## src/rtl/timer_array.sv

```systemverilog
// timer_array
//   NUM_CH independent WIDTH-bit up-counting timers. Each channel is clocked
//   by a shared prescaler, by its own external count clock (tmci), or by the
//   overflow of the channel below it. Each channel has two compare registers.
//   Compare and overflow events set status flags, drive a waveform pin and can
//   start the ADC.
//
// Ports
//   clk       system clock; all state changes on its rising edge
//   rst_n     asynchronous active-low reset
//   tmci      per-channel external count clock (asynchronous)
//   tmri      per-channel external counter reset (asynchronous)
//   wr_en     register write strobe
//   ch        channel select for read and write
//   addr      register select: 0 TCNT, 1 TCORA, 2 TCORB, 3 TCR, 4 TCSR
//   wdata     write data
//   rdata     combinational read of the selected register (0 if reserved)
//   tmo       compare-match waveform outputs
//   cmia      compare-match A interrupts (level)
//   cmib      compare-match B interrupts (level)
//   ovi       overflow interrupts (level)
//   adc_trig  one-clock ADC start pulses
module timer_array #(
  parameter  int WIDTH  = 8,
  parameter  int NUM_CH = 4,
  localparam int CH_W   = (NUM_CH > 1) ? $clog2(NUM_CH) : 1
) (
  input  logic              clk,
  input  logic              rst_n,
  input  logic [NUM_CH-1:0] tmci,
  input  logic [NUM_CH-1:0] tmri,
  input  logic              wr_en,
  input  logic [CH_W-1:0]   ch,
  input  logic [2:0]        addr,
  input  logic [WIDTH-1:0]  wdata,
  output logic [WIDTH-1:0]  rdata,
  output logic [NUM_CH-1:0] tmo,
  output logic [NUM_CH-1:0] cmia,
  output logic [NUM_CH-1:0] cmib,
  output logic [NUM_CH-1:0] ovi,
  output logic [NUM_CH-1:0] adc_trig
);

  localparam logic [2:0] A_TCNT  = 3'd0;
  localparam logic [2:0] A_TCORA = 3'd1;
  localparam logic [2:0] A_TCORB = 3'd2;
  localparam logic [2:0] A_TCR   = 3'd3;
  localparam logic [2:0] A_TCSR  = 3'd4;

  logic [5:0]        presc;
  logic              tick2, tick8, tick64;
  logic [NUM_CH-1:0] tmci_s1, tmci_s2, tmci_s3;
  logic [NUM_CH-1:0] tmri_s1, tmri_s2, tmri_s3;
  logic [NUM_CH-1:0] tmci_rise, tmci_fall, tmri_rise;

  logic [WIDTH-1:0]  tcnt  [NUM_CH];
  logic [WIDTH-1:0]  tcora [NUM_CH];
  logic [WIDTH-1:0]  tcorb [NUM_CH];
  logic [7:0]        tcr   [NUM_CH];
  logic [7:0]        tcsr  [NUM_CH];
  logic [WIDTH-1:0]  tcnt_nxt [NUM_CH];

  logic [NUM_CH-1:0] ch_hit;
  logic [NUM_CH-1:0] wr_tcnt, wr_tcora, wr_tcorb, wr_tcr, wr_tcsr;
  logic [NUM_CH-1:0] match_a, match_b, ovf_ev;

  // Output-select action applied to tmo on a compare event.
  function automatic logic os_action(input logic [1:0] os, input logic cur);
    case (os)
      2'b01:   return 1'b0;
      2'b10:   return 1'b1;
      2'b11:   return ~cur;
      default: return cur;
    endcase
  endfunction

  // The prescaler phase is shared by all channels, so ticks line up.
  assign tick2  = presc[0];
  assign tick8  = &presc[2:0];
  assign tick64 = &presc;

  // Edge detect sits behind the two synchroniser flops, so an external edge
  // reaches the counter on the third clock.
  assign tmci_rise = tmci_s2 & ~tmci_s3;
  assign tmci_fall = ~tmci_s2 & tmci_s3;
  assign tmri_rise = tmri_s2 & ~tmri_s3;

  always_ff @(posedge clk or negedge rst_n) begin
    if (!rst_n) begin
      presc   <= '0;
      tmci_s1 <= '0;
      tmci_s2 <= '0;
      tmci_s3 <= '0;
      tmri_s1 <= '0;
      tmri_s2 <= '0;
      tmri_s3 <= '0;
    end else begin
      presc   <= presc + 6'd1;
      tmci_s1 <= tmci;
      tmci_s2 <= tmci_s1;
      tmci_s3 <= tmci_s2;
      tmri_s1 <= tmri;
      tmri_s2 <= tmri_s1;
      tmri_s3 <= tmri_s2;
    end
  end

  always_comb begin
    ch_hit   = '0;
    wr_tcnt  = '0;
    wr_tcora = '0;
    wr_tcorb = '0;
    wr_tcr   = '0;
    wr_tcsr  = '0;
    for (int i = 0; i < NUM_CH; i++) begin
      ch_hit[i]   = (int'(ch) == i);
      wr_tcnt[i]  = wr_en && ch_hit[i] && (addr == A_TCNT);
      wr_tcora[i] = wr_en && ch_hit[i] && (addr == A_TCORA);
      wr_tcorb[i] = wr_en && ch_hit[i] && (addr == A_TCORB);
      wr_tcr[i]   = wr_en && ch_hit[i] && (addr == A_TCR);
      wr_tcsr[i]  = wr_en && ch_hit[i] && (addr == A_TCSR);
    end
  end

  // Channels are evaluated in ascending order so that a cascaded channel sees
  // the overflow of the channel below it in the same clock. A CPU write to
  // TCNT masks every event; an external clear or a match clear masks overflow.
  always_comb begin
    logic casc;
    logic tk;
    logic tmri_clr;
    logic clr_match;
    casc      = 1'b0;
    tk        = 1'b0;
    tmri_clr  = 1'b0;
    clr_match = 1'b0;
    match_a   = '0;
    match_b   = '0;
    ovf_ev    = '0;
    for (int i = 0; i < NUM_CH; i++) begin
      case (tcr[i][2:0])
        3'd1:    tk = tick2;
        3'd2:    tk = tick8;
        3'd3:    tk = tick64;
        3'd4:    tk = tmci_rise[i];
        3'd5:    tk = tmci_fall[i];
        3'd6:    tk = tmci_rise[i] | tmci_fall[i];
        3'd7:    tk = casc;
        default: tk = 1'b0;
      endcase
      match_a[i] = tk && !wr_tcnt[i] && (tcnt[i] == tcora[i]);
      match_b[i] = tk && !wr_tcnt[i] && (tcnt[i] == tcorb[i]);
      tmri_clr   = (tcr[i][4:3] == 2'b11) && tmri_rise[i];
      clr_match  = ((tcr[i][4:3] == 2'b01) && match_a[i]) ||
                   ((tcr[i][4:3] == 2'b10) && match_b[i]);
      ovf_ev[i]  = tk && !wr_tcnt[i] && !tmri_clr && !clr_match && (&tcnt[i]);
      tcnt_nxt[i] = tcnt[i];
      if (wr_tcnt[i]) begin
        tcnt_nxt[i] = wdata;
      end else if (tmri_clr) begin
        tcnt_nxt[i] = '0;
      end else if (tk) begin
        tcnt_nxt[i] = clr_match ? '0 : tcnt[i] + 1'b1;
      end
      casc = ovf_ev[i];
    end
  end

  // Flags: a set event in the same cycle beats a write-0 clear, and writing 1
  // never sets a flag.
  always_ff @(posedge clk or negedge rst_n) begin
    if (!rst_n) begin
      for (int i = 0; i < NUM_CH; i++) begin
        tcnt[i]  <= '0;
        tcora[i] <= '1;
        tcorb[i] <= '1;
        tcr[i]   <= '0;
        tcsr[i]  <= '0;
      end
      tmo      <= '0;
      adc_trig <= '0;
    end else begin
      for (int i = 0; i < NUM_CH; i++) begin
        tcnt[i] <= tcnt_nxt[i];
        if (wr_tcora[i]) tcora[i] <= wdata;
        if (wr_tcorb[i]) tcorb[i] <= wdata;
        if (wr_tcr[i])   tcr[i]   <= wdata[7:0];
        if (wr_tcsr[i])  tcsr[i][4:0] <= wdata[4:0];
        tcsr[i][5] <= ovf_ev[i]  | (tcsr[i][5] & ~(wr_tcsr[i] & ~wdata[5]));
        tcsr[i][6] <= match_a[i] | (tcsr[i][6] & ~(wr_tcsr[i] & ~wdata[6]));
        tcsr[i][7] <= match_b[i] | (tcsr[i][7] & ~(wr_tcsr[i] & ~wdata[7]));
        if (match_b[i]) begin
          tmo[i] <= os_action(tcsr[i][3:2], tmo[i]);
        end else if (match_a[i]) begin
          tmo[i] <= os_action(tcsr[i][1:0], tmo[i]);
        end
        adc_trig[i] <= match_a[i] & tcsr[i][4];
      end
    end
  end

  always_comb begin
    for (int i = 0; i < NUM_CH; i++) begin
      cmia[i] = tcsr[i][6] & tcr[i][5];
      cmib[i] = tcsr[i][7] & tcr[i][6];
      ovi[i]  = tcsr[i][5] & tcr[i][7];
    end
  end

  always_comb begin
    rdata = '0;
    for (int i = 0; i < NUM_CH; i++) begin
      if (ch_hit[i]) begin
        case (addr)
          A_TCNT:  rdata = tcnt[i];
          A_TCORA: rdata = tcora[i];
          A_TCORB: rdata = tcorb[i];
          A_TCR:   rdata = WIDTH'(tcr[i]);
          A_TCSR:  rdata = WIDTH'(tcsr[i]);
          default: rdata = '0;
        endcase
      end
    end
  end

endmodule

```

## config.mk

```make
export PLATFORM = sky130hd
export DESIGN_NAME = timer_array
export DESIGN_NICKNAME = d
export VERILOG_FILES = /design/src/rtl/timer_array.sv
export SDC_FILE = /design/constraint.sdc
export NUM_CORES = 1
export LEC_CHECK = 0
export ABC_AREA = 1
export CAP_MARGIN = 20
export CORE_ASPECT_RATIO = 1.75
export CORE_MARGIN = 2
export CORE_UTILIZATION = 45
export DETAILED_ROUTE_END_ITERATION = 6
export PLACE_DENSITY = 0.67
export SETUP_SLACK_MARGIN = 0.05
export SYNTH_ARGS = -nofsm -noshare
export SYNTH_HDL_FRONTEND = slang
export SYNTH_SLANG_ARGS = --single-unit
```

## constraint.sdc

```tcl
create_clock -name clk -period 3.9 [get_ports clk]
set_clock_uncertainty 0.1 [all_clocks]
set_input_delay 0.39 -clock clk [delete_from_list [all_inputs] [get_ports clk]]
set_output_delay 0.39 -clock clk [all_outputs]
set_load 0.02 [all_outputs]
```

==> reports/results.txt, run 1 <==
die area - 0.0253 mm^2
Pleak - 5.47 nW
worst setup margin - 212 ps
H-tree depth - 4
TritonCTS sink count - 198
Layout Cells excl Fill - 1686
Die Height - 209 um
final wirelength - 34.5 mm
Die Span X - 121 um
fillers - 2241
instance count of the mapped netlist - 1325
Crit path required time - 3410 ps
IO Count - 52
layout cell share with drive strength beyond 1 - 0.120
Hold Crit Depth - 0
CP Class - in -> out
antenna violations before repair - 0
multi-input logic area - 0.00501 mm^2
Seq/Total Area, Yosys - 0.467
Achievable Freq - 0.271 GHz
Starting Density - 0.454
Final period util - 0.946
DRC viols - 0
RSZ-0062 raised after global routing - no
Yosys reg bits - 198
Seq. cell area - 0.00503 mm^2
Final Slew Violations - 0
drt first pass iters - 5
placed insts - 1650
TNS Setup - 0 ps
max_cap viols - 0
final instance area - 0.0123 mm^2
Final Net Count - 1403
CP max FO - 9
slew margin rel. - 0.261
setup violators final - 0
Power Total - 7.07 mW
Worst R2R End - tcnt[5]$_DFFE_PN0P_
global-route usage over all layers - 0.283
area of the mapped netlist - 0.0108 mm^2
CP startpoint kind - input port
crit end category - output port
Netlist cell types - 50
Pwr Density - 574 mW/mm^2
first-pass GRT wire length - 53.4 mm
EDFF count, synth - 0
Antenna Violating Nets Remaining - 0
Worst Hold End - tmri_s2[3]$_DFF_PN0_
CP peak stage delay - 650 ps
WL per Instance - 20.5 um
Final Util - 0.519
CP arrival - 3200 ps
outcome - finished, final reports clean
Vias/cell - 5.77
Port Buffers - 51
largest net degree at the start of global routing - 106
# rows - 75
Worst-Skew Late Latency - 460 ps
syn nets - 1363
Top FF cell, synth - dfrtp_1
hold path start - tmri_s1[3]$_DFF_PN0_
Worst-path clk slew - 60 ps
CP delay by family, top - buffers and inverters
CP cell instances - clkdlybuf4s50_1 -> inv_2 -> nor2_2 -> clkinv_2 -> o22ai_1 -> a221oi_1 -> o21ai_0 -> a221oi_1 -> o21ai_0 -> clkdlybuf4s50_1
CTS tree - yes
Post-synth ARST share - 1.00
# diodes - 0
placer congestion estimate - 0.970
clock buffer depth - 2
drt initial violations - 972
Syn Area/Cell - 8.14 um^2
post-DP HPWL - 24.3 mm
crit path max-delay cell type - clkdlybuf4s50_1
Worst Hold Margin - 250 ps
area of the core - 0.0237 mm^2
Yosys Warn Count - 0
cell depth of the worst flop-to-flop path - 20
worst hold path type - reg -> reg
final hold vios - 0
Least-Margin Pin Slew - 1110 ps
placed instance area - 0.0117 mm^2
min cycle time layout - 3690 ps
number of buffers created by CTS - 17
CTS root buffer - clkbuf_16
worst path bufs/invs - 4
Vias - 9722
Peak VDD IR - 0.000318 V
area grow syn2layout - 14.1%
total gr overflow - 0
r2r startpoint - presc[0]$_DFF_PN0_
Setup WS pre-CTS - -112 ps
vias in the first global route - 9529
R2R Setup Slk - 440 ps
## worst max path at each step
stage | cells past startpoint | startpoint | end
2_1_floorplan | 20 | presc[0]$_DFF_PN0_ | tcnt[5]$_DFFE_PN0P_
3_3_place_gp | 9 | addr[2] | rdata[0]
3_5_place_dp | 9 | addr[2] | rdata[0]
4_1_cts | 9 | addr[1] | rdata[4]
5_1_grt | 10 | addr[2] | rdata[2]
6_report | 10 | addr[2] | rdata[0]
## state kept, by name (all words and copies together) (netlist names), 6 cells and up
register,cells
tcnt,32
presc,6
tcr,32
tcora,32
tcsr,32
tcorb,32
## per-layer routing
metal,up-vias,GRT usage,routed length (um)
met5,-,0,0
met4,0,0.207,3020
met3,155,0.0595,2170
met2,407,0.459,16600
met1,4653,0.327,12700
li1,4507,-,-
## cells by family (layout without fill, tap and decap cells)
| logic type | count (synthesis) | after routing | share of synthesized area |
|---|---|---|---|
| buf+inv | 200 | 253 | 0.0706 |
| simple gates | 532 | 532 | 0.221 |
| compound gates | 320 | 320 | 0.176 |
| flops | 198 | 198 | 0.467 |
| xor+xnor | 61 | 61 | 0.0495 |
| fa+ha+maj | 14 | 14 | 0.0162 |
## placed cells by master, fill, tap and decap left out, types with 7 or more instances in the layout
cell type        instances
nand4_1                 26
a31oi_1                 13
nor3_1                  15
ha_1                    14
nand2_1                317
dfrtp_1                134
a211oi_1                 8
dfstp_2                 64
nor2_1                  84
o22ai_1                 18
buf_4                   19
a21oi_1                 37
o21ai_0                173
xor2_1                  18
a22oi_1                 12
inv_1                  135
o2111ai_1               10
nand3_1                 47
xnor2_1                 43
a221oi_1                22
clkdlybuf4s50_1         49
clkbuf_16               18
inv_2                    7
## area by class of cell
type	count	share of cell area
clock buffers	24	0.0400
inverters	145	0.0446
well taps	308	0.0313
repair buffers	76	0.0625
clock inverters	8	0.00579
multi-input cells	927	0.407
flip-flops and latches	198	0.409
## repair_timing
item                                    in CTS  in global routing
cloned                                       0                  0
hold buffers                                 1                  0
setup buffers                                0                  3
hold endpoints to repair                    22                  0
endpoints found under the setup margin       3                  5
resized for setup                            2                  1
## Yosys cell counts (4+ instances only)
library cell    n  area share
nand2_1       317        0.11
o21ai_0       173       0.080
inv_1         136       0.047
dfrtp_1       134        0.31
nor2_1         85       0.030
dfstp_2        64        0.16
clkbuf_1       51       0.018
nand3_1        47       0.022
xnor2_1        43       0.035
a21oi_1        37       0.017
nand4_1        26       0.015
a221oi_1       22       0.018
nor3_1         18      0.0084
o22ai_1        18       0.010
xor2_1         18       0.015
ha_1           14       0.016
a31oi_1        13      0.0075
a22oi_1        12      0.0084
o2111ai_1      10      0.0081
a211oi_1        8      0.0056
inv_2           7      0.0024
nand4_4         5      0.0099
o31ai_1         5      0.0035
nand2_2         4      0.0023
nand3b_1        4      0.0028
nor2_2          4      0.0023
nor2_4          4      0.0042
or2_2           4      0.0023
## where the power goes
| group | switching [mW] | internal, mW | total [mW] |
|---|---|---|---|
| Clock | 0.784 | 0.948 | 1.73 |
| Combinational | 1.24 | 0.913 | 2.15 |
| Sequential | 0.613 | 2.58 | 3.19 |
Power figures use the tool's default switching activity.
==> run 2, diff against run 1 <==
--- a/config.mk
+++ b/config.mk
@@ -11,6 +11,7 @@
 export CORE_MARGIN = 2
 export CORE_UTILIZATION = 45
 export DETAILED_ROUTE_END_ITERATION = 6
+export GPL_ROUTABILITY_DRIVEN = 0
 export PLACE_DENSITY = 0.67
 export SETUP_SLACK_MARGIN = 0.05
 export SYNTH_ARGS = -nofsm -noshare
==> run 2 against run 1 <==
- combinational power barely moved
- flip-flop and latch count did not move
- non-clock buffer count rose by 3
- critical endpoint is now rdata[4]
- largest cell class unchanged
- largest power group unchanged
==> reports/results.txt, run 2 (synthesis gave the netlist of run 1 again) <==
Hold Crit Depth - 0 (unchanged)
CP startpoint kind - input port
drt first pass iters - 6 (+1)
Final Slew Violations - 0 (unchanged)
# rows - 75 (unchanged)
Vias/cell - 5.79 (+0.42%)
CP Class - in -> out
drt initial violations - 895 (-7.9%)
area of the core - 0.0237 mm^2 (unchanged)
Pleak - 5.46 nW (-0.30%)
Achievable Freq - 0.266 GHz (-2.0%)
clock buffer depth - 2 (unchanged)
most frequent cells in the layout - nand2_1 (317), o21ai_0 (173), inv_1 (135)
slew margin rel. - 0.301 (+0.0397)
crit end category - output port
Final period util - 0.965 (+0.0193)
grt met2 use - 0.468 (+0.00969)
area grow syn2layout - 14.2% (about the same)
WL per Instance - 20.6 um (+0.83%)
TritonCTS sink count - 198 (unchanged)
Layout Cells excl Fill - 1689 (+0.18%)
Worst-path clk slew - 70 ps (about the same)
Final Net Count - 1406 (+0.21%)
CP max FO - 9 (unchanged)
placed insts - 1654 (+0.24%)
Least-Margin Pin Slew - 1050 ps (-59.5 ps)
Worst R2R End - tcnt[7]$_DFFE_PN0P_
Die Span X - 121 um (unchanged)
Vias - 9780 (+0.60%)
worst setup margin - 136 ps (-75.4 ps)
CTS root buffer - clkbuf_16
cell depth of the worst flop-to-flop path - 20 (unchanged)
die area - 0.0253 mm^2 (unchanged)
Pwr Density - 580 mW/mm^2 (+0.91%)
Peak VDD IR - 0.000333 V (+4.7%)
final hold vios - 0 (unchanged)
Worst-Skew Late Latency - 470 ps (about the same)
layout cell share with drive strength beyond 1 - 0.123 (+0.00336)
global-route usage over all layers - 0.288 (+0.00448)
CP arrival - 3270 ps (+70 ps)
placed instance area - 0.0117 mm^2 (+0.15%)
outcome - finished, final reports clean
commonest non-fill, non-tap cell in the layout - nand2_1
final instance area - 0.0123 mm^2 (about the same)
Port Buffers - 51 (unchanged)
setup violators final - 0 (unchanged)
Antenna Violating Nets Remaining - 0 (unchanged)
Top Usage Layer GRT - met2
vias in the first global route - 9709 (+1.9%)
DRC viols - 0 (unchanged)
# diodes - 0 (unchanged)
R2R Setup Slk - 470 ps (+30 ps)
met3 usage - 0.0519 (-0.00764)
CTS tree - yes
worst hold path type - reg -> reg
largest net degree at the start of global routing - 106 (unchanged)
Crit path required time - 3410 ps (about the same)
first-pass GRT wire length - 54.6 mm (+2.1%)
grt met1 use - 0.337 (+0.0102)
total gr overflow - 0 (unchanged)
antenna violations before repair - 0 (unchanged)
RSZ-0062 raised after global routing - no
Critical Path Start - addr[2]
number of buffers created by CTS - 17 (unchanged)
Starting Density - 0.454 (unchanged)
post-DP HPWL - 24.7 mm (+1.4%)
r2r startpoint - presc[0]$_DFF_PN0_
hold path start - tmci_s1[1]$_DFF_PN0_
Die Height - 209 um (unchanged)
IO Count - 52 (unchanged)
Worst Hold End - tmci_s2[1]$_DFF_PN0_
H-tree depth - 4 (unchanged)
Setup WS pre-CTS - -20.7 ps (+90.9 ps)
max_cap viols - 0 (unchanged)
Final Util - 0.519 (about the same)
final wirelength - 34.8 mm (+1.0%)
min cycle time layout - 3760 ps (+75.4 ps)
==> run 2: layout make-up <==
type / count / area (um^2)
inverters: 145 / 548
flip-flops and latches: 198 / 5030
well taps: 308 / 385
fillers: 2261 / 11400
repair buffers: 79 / 764
clock buffers: 19 / 454
clock inverters: 13 / 124
multi-input cells: 927 / 5010
==> run 2: critical path, cell delays in order <==
cell             delay (ps)
clkdlybuf4s50_1         600
inv_2                    70
nor2_2                  170
clkinv_1                430
o22ai_1                 400
a221oi_1                 90
a21oi_1                 240
a32o_1                  260
clkdlybuf4s50_1         620
==> run 2: routing by layer <==
layer / vias to the layer above / routed length, um
met2: 446 / 16800
met4: 0 / 2870
li1: 4515 / -
met1: 4649 / 13000
met5: - / 0
met3: 170 / 2190
==> run 2: worst max-delay path by stage <==
stage | slack (ps) | endpoint
after global routing | 70 | rdata[4]
after floorplan | 1050 | tcnt[5]$_DFFE_PN0P_
final | 140 | rdata[4]
after global placement | 50 | rdata[1]
after CTS | 190 | rdata[4]
after detailed placement | -20 | rdata[1]
==> run 2: stage by stage <==
step / hold WS [ps] / total power [mW] / TNS (ps)
floorplan: -5.59 / 4.63 / 0
global placement: 232 / 5.29 / 0
detailed placement: 237 / 5.36 / -20.7
CTS: 247 / 7.13 / 0
global route: 265 / 7.58 / 0
finish: 254 / 7.14 / 0
==> run 2: timing repair <==
item	4_1_cts	5_1_grt
gates resized for setup	1	0
hold buffers	1	0
hold endpoints to repair	58	0
setup endpoints to repair	1	0
buffers inserted	2	0
==> run 2: power breakdown <==
group	switching [mW]	internal, mW	leakage (nW)
registers	0.634	2.58	2.30
clock network	0.845	0.924	0.275
logic	1.25	0.912	2.88
==> run 3, diff against run 2 <==
--- a/config.mk
+++ b/config.mk
@@ -5,11 +5,12 @@
 export SDC_FILE = /design/constraint.sdc
 export NUM_CORES = 1
 export LEC_CHECK = 0
-export ABC_AREA = 1
 export CAP_MARGIN = 20
 export CORE_ASPECT_RATIO = 1.75
 export CORE_MARGIN = 2
 export CORE_UTILIZATION = 45
+export CTS_BUF_LIST = sky130_fd_sc_hd__clkbuf_8 sky130_fd_sc_hd__clkbuf_16
+export CTS_CLUSTER_SIZE = 14
 export DETAILED_ROUTE_END_ITERATION = 6
 export GPL_ROUTABILITY_DRIVEN = 0
 export PLACE_DENSITY = 0.67
==> run 3 against run 2 <==
- critical path depth grew 1
- synthesized cell count shrank 18%
- flip-flop and latch count is the same
- area after synthesis grew 2.6%
- critical path type unchanged
- sequential share of layout area shrank 1.3 points
- setup slack gained 140 ps
- fmax grew 3.8%
- wire length shrank 2.5%
==> reports/results.txt, run 3 <==
sequential share of power - 0.467 (+0.017)
most frequent cells in the layout - dfrtp_1 (134), nand2_1 (113), mux2_2 (113)
final hold vios - 0 (unchanged)
area of the core - 0.0244 mm^2 (+2.9%)
Peak VDD IR - 0.000330 V (-0.93%)
P_sw - 2.44 mW (-11%)
WP depth - 10 (+1)
CTS tree - yes
Port Buffers - 51 (unchanged)
Yosys Warn Count - 0 (unchanged)
instance count of the mapped netlist - 1090 (-18%)
Final Net Count - 1164 (-17%)
most instantiated cells after synthesis - dfrtp_1 (134), mux2_2 (113), nand2_1 (113), o21ai_0 (93), clkbuf_1 (67)
Achievable Freq - 0.276 GHz (+3.8%)
drt first pass iters - 5 (-1)
Vias - 9040 (-7.6%)
Netlist cell types - 67 (+34%)
Pleak - 5.35 nW (-2.0%)
Pwr Density - 554 mW/mm^2 (-4.4%)
number of buffers created by CTS - 17 (unchanged)
commonest non-fill, non-tap cell in the layout - dfrtp_1
CP startpoint kind - input port
Final period util - 0.929 (-0.0356)
fillers - 2148 (-5.0%)
Die Span X - 123 um (+1.2%)
drt initial violations - 872 (-2.6%)
Top FF cell, synth - dfrtp_1
crit end category - output port
Critical Path Start - addr[1]
CP Class - in -> out
Least-Margin Pin Slew - 1140 ps (+94.8 ps)
antenna violations before repair - 0 (unchanged)
worst setup margin - 275 ps (+139 ps)
combinational fraction of design power - 0.265 (-0.037)
R2R Setup Slk - 290 ps (-180 ps)
Antenna Violating Nets Remaining - 0 (unchanged)
outcome - finished, final reports clean
TNS Setup - 0 ps (unchanged)
EDFF count, synth - 0 (unchanged)
setup violators final - 0 (unchanged)
most frequent cell after synthesis - dfrtp_1
syn nets - 1128 (-17%)
Synth area leader - dfrtp_1
Yosys reg bits - 198 (unchanged)
worst hold path type - reg -> reg
area of the mapped netlist - 0.0111 mm^2 (+2.6%)
CP delay by family, top - buffers and inverters
first-pass GRT wire length - 52.3 mm (-4.2%)
# rows - 76 (+1.3%)
Worst R2R End - tcnt[5]$_DFFE_PN0P_
r2r startpoint - tcnt[25]$_DFFE_PN0P_
# diodes - 0 (unchanged)
Die Height - 211 um (+1.3%)
area grow syn2layout - 14.9%
Vias/cell - 6.23 (+7.6%)
Critical Path Sink - rdata[5]
total gr overflow - 0 (unchanged)
clock network power share - 0.268 (+0.020)
layout cell share with drive strength beyond 1 - 0.249 (+0.126)
CP arrival - 3130 ps (-140 ps)
CTS root buffer - clkbuf_16
clock buffer depth - 2 (unchanged)
Crit path required time - 3410 ps (about the same)
DRC viols - 0 (unchanged)
die area - 0.0259 mm^2 (+2.5%)
Syn Area/Cell - 10.2 um^2 (+25%)
Int Pwr - 4.61 mW (+4.5%)
WL per Instance - 23.4 um (+13%)
Post-synth ARST share - 1.00 (unchanged)
leading post-synthesis cells by cell area - dfrtp_1 (30%), dfstp_2 (15%), mux2_2 (11%)
CP peak stage delay - 610 ps (about the same)
vias in the first global route - 9002 (-7.3%)
IO Count - 52 (unchanged)
crit path max-delay cell type - clkdlybuf4s50_1
global-route usage over all layers - 0.272 (-0.0153)
max_cap viols - 0 (unchanged)
Setup WS pre-CTS - 180 ps (+201 ps)
worst path bufs/invs - 3 (-1)
min cycle time layout - 3620 ps (-139 ps)
switch share - 0.346 (-0.0362)
Post-CTS Repair Setup Buffers - 0 (-2)
final wirelength - 34.0 mm (-2.5%)
CP max FO - 13 (+4)
Seq/Total Area, Yosys - 0.455 (-0.0118)
top-area cell type share of the netlist area - 0.303 (-0.00787)
Layout Cells excl Fill - 1451 (-14%)
CP cell instances - clkdlybuf4s50_1 -> buf_4 -> nand2b_1 -> nor2_1 -> a22oi_1 -> a31oi_1 -> a31oi_1 -> a221oi_1 -> a21o_1 -> clkdlybuf4s50_1
RSZ-0062 raised after global routing - no
placed insts - 1416 (-14%)
Final Slew Violations - 0 (unchanged)
H-tree depth - 4 (unchanged)
TritonCTS sink count - 198 (unchanged)
CTS Hold Buffers Added - 1 (unchanged)
post-DP HPWL - 24.4 mm (-0.90%)
slew margin rel. - 0.236 (-0.0648)
largest net degree at the start of global routing - 131 (+24%)
Worst-Skew Late Latency - 460 ps (about the same)
Worst-path clk slew - 70 ps (about the same)
cell depth of the worst flop-to-flop path - 10 (-50%)
Hold Crit Depth - 0 (unchanged)
Starting Density - 0.453 (-0.00149)
post_cts resized - 0 (-1)
[run 3: changes by cell type in the layout (fill, tap and decap cells not counted), sizes merged, moves of 25 or more]
cell	delta
xor2	+30
o21ai	-81
inv	-115
nor2	-44
nand2	-210
mux2i	+25
mux2	+114
[run 3: layer usage]
metal | up-vias | part of all wire | global-route usage
li1 | 3978 | - | -
met1 | 4504 | 0.36 | 0.302
met2 | 395 | 0.51 | 0.463
met3 | 163 | 0.051 | 0.0455
met4 | 0 | 0.076 | 0.200
met5 | - | 0 | 0
[run 3: worst min-delay path by stage]
stage,slack [ps],endpoint,start
3_3_place_gp,160,tmri_s1[0]$_DFF_PN0_,rst_n
4_1_cts,240,tmri_s1[0]$_DFF_PN0_,rst_n
3_5_place_dp,160,tmri_s1[0]$_DFF_PN0_,rst_n
5_1_grt,260,tmri_s1[0]$_DFF_PN0_,rst_n
6_report,240,tmci_s2[3]$_DFF_PN0_,tmci_s1[3]$_DFF_PN0_
2_1_floorplan,-6,adc_trig[0]$_DFF_PN0_,rst_n
[run 3: area by class of cell]
cell class	count	area [um^2]	area share
clock buffers	20	489	0.0385
clock inverters	12	145	0.0114
inverters	26	97.6	0.00767
multi-input cells	787	5620	0.442
flip-flops and latches	198	5030	0.396
well taps	312	390	0.0307
repair buffers	96	937	0.0737
[run 3: cells by family (layout without fill, tap and decap cells)]
logic type	count (synthesis)	after routing	synth area share
DFF	198	198	0.455
muxes	148	148	0.157
xor gates and xnor gates	67	67	0.0530
AOI/OAI and AO/OA	236	236	0.137
and+or+nand+nor	322	322	0.146
buffers and inverters	105	154	0.0373
adders and majority gates	14	14	0.0158
[run 3: power groups by stage]
| stage | Sequential [mW] | Combinational, mW | Clock, mW |
|---|---|---|---|
| 4_1_cts | 3.26 | 1.86 | 1.92 |
| 3_3_place_gp | 3.29 | 1.80 | 0 |
| 2_1_floorplan | 2.90 | 1.50 | 0 |
| 5_1_grt | 3.33 | 2.06 | 2.00 |
| 6_report | 3.29 | 1.87 | 1.89 |
| 3_5_place_dp | 3.29 | 1.85 | 0 |
[run 3: per-stage QoR]
step	total power, mW	util	cell area, um^2	hold WS, ps
final	7.05	0.520	12700	238
after global routing	7.39	0.520	12700	255
after CTS	7.04	0.519	12700	236
after detailed placement	5.15	0.493	12000	163
after global placement	5.08	0.490	12000	165
after floorplan	4.40	-	11100	-5.59
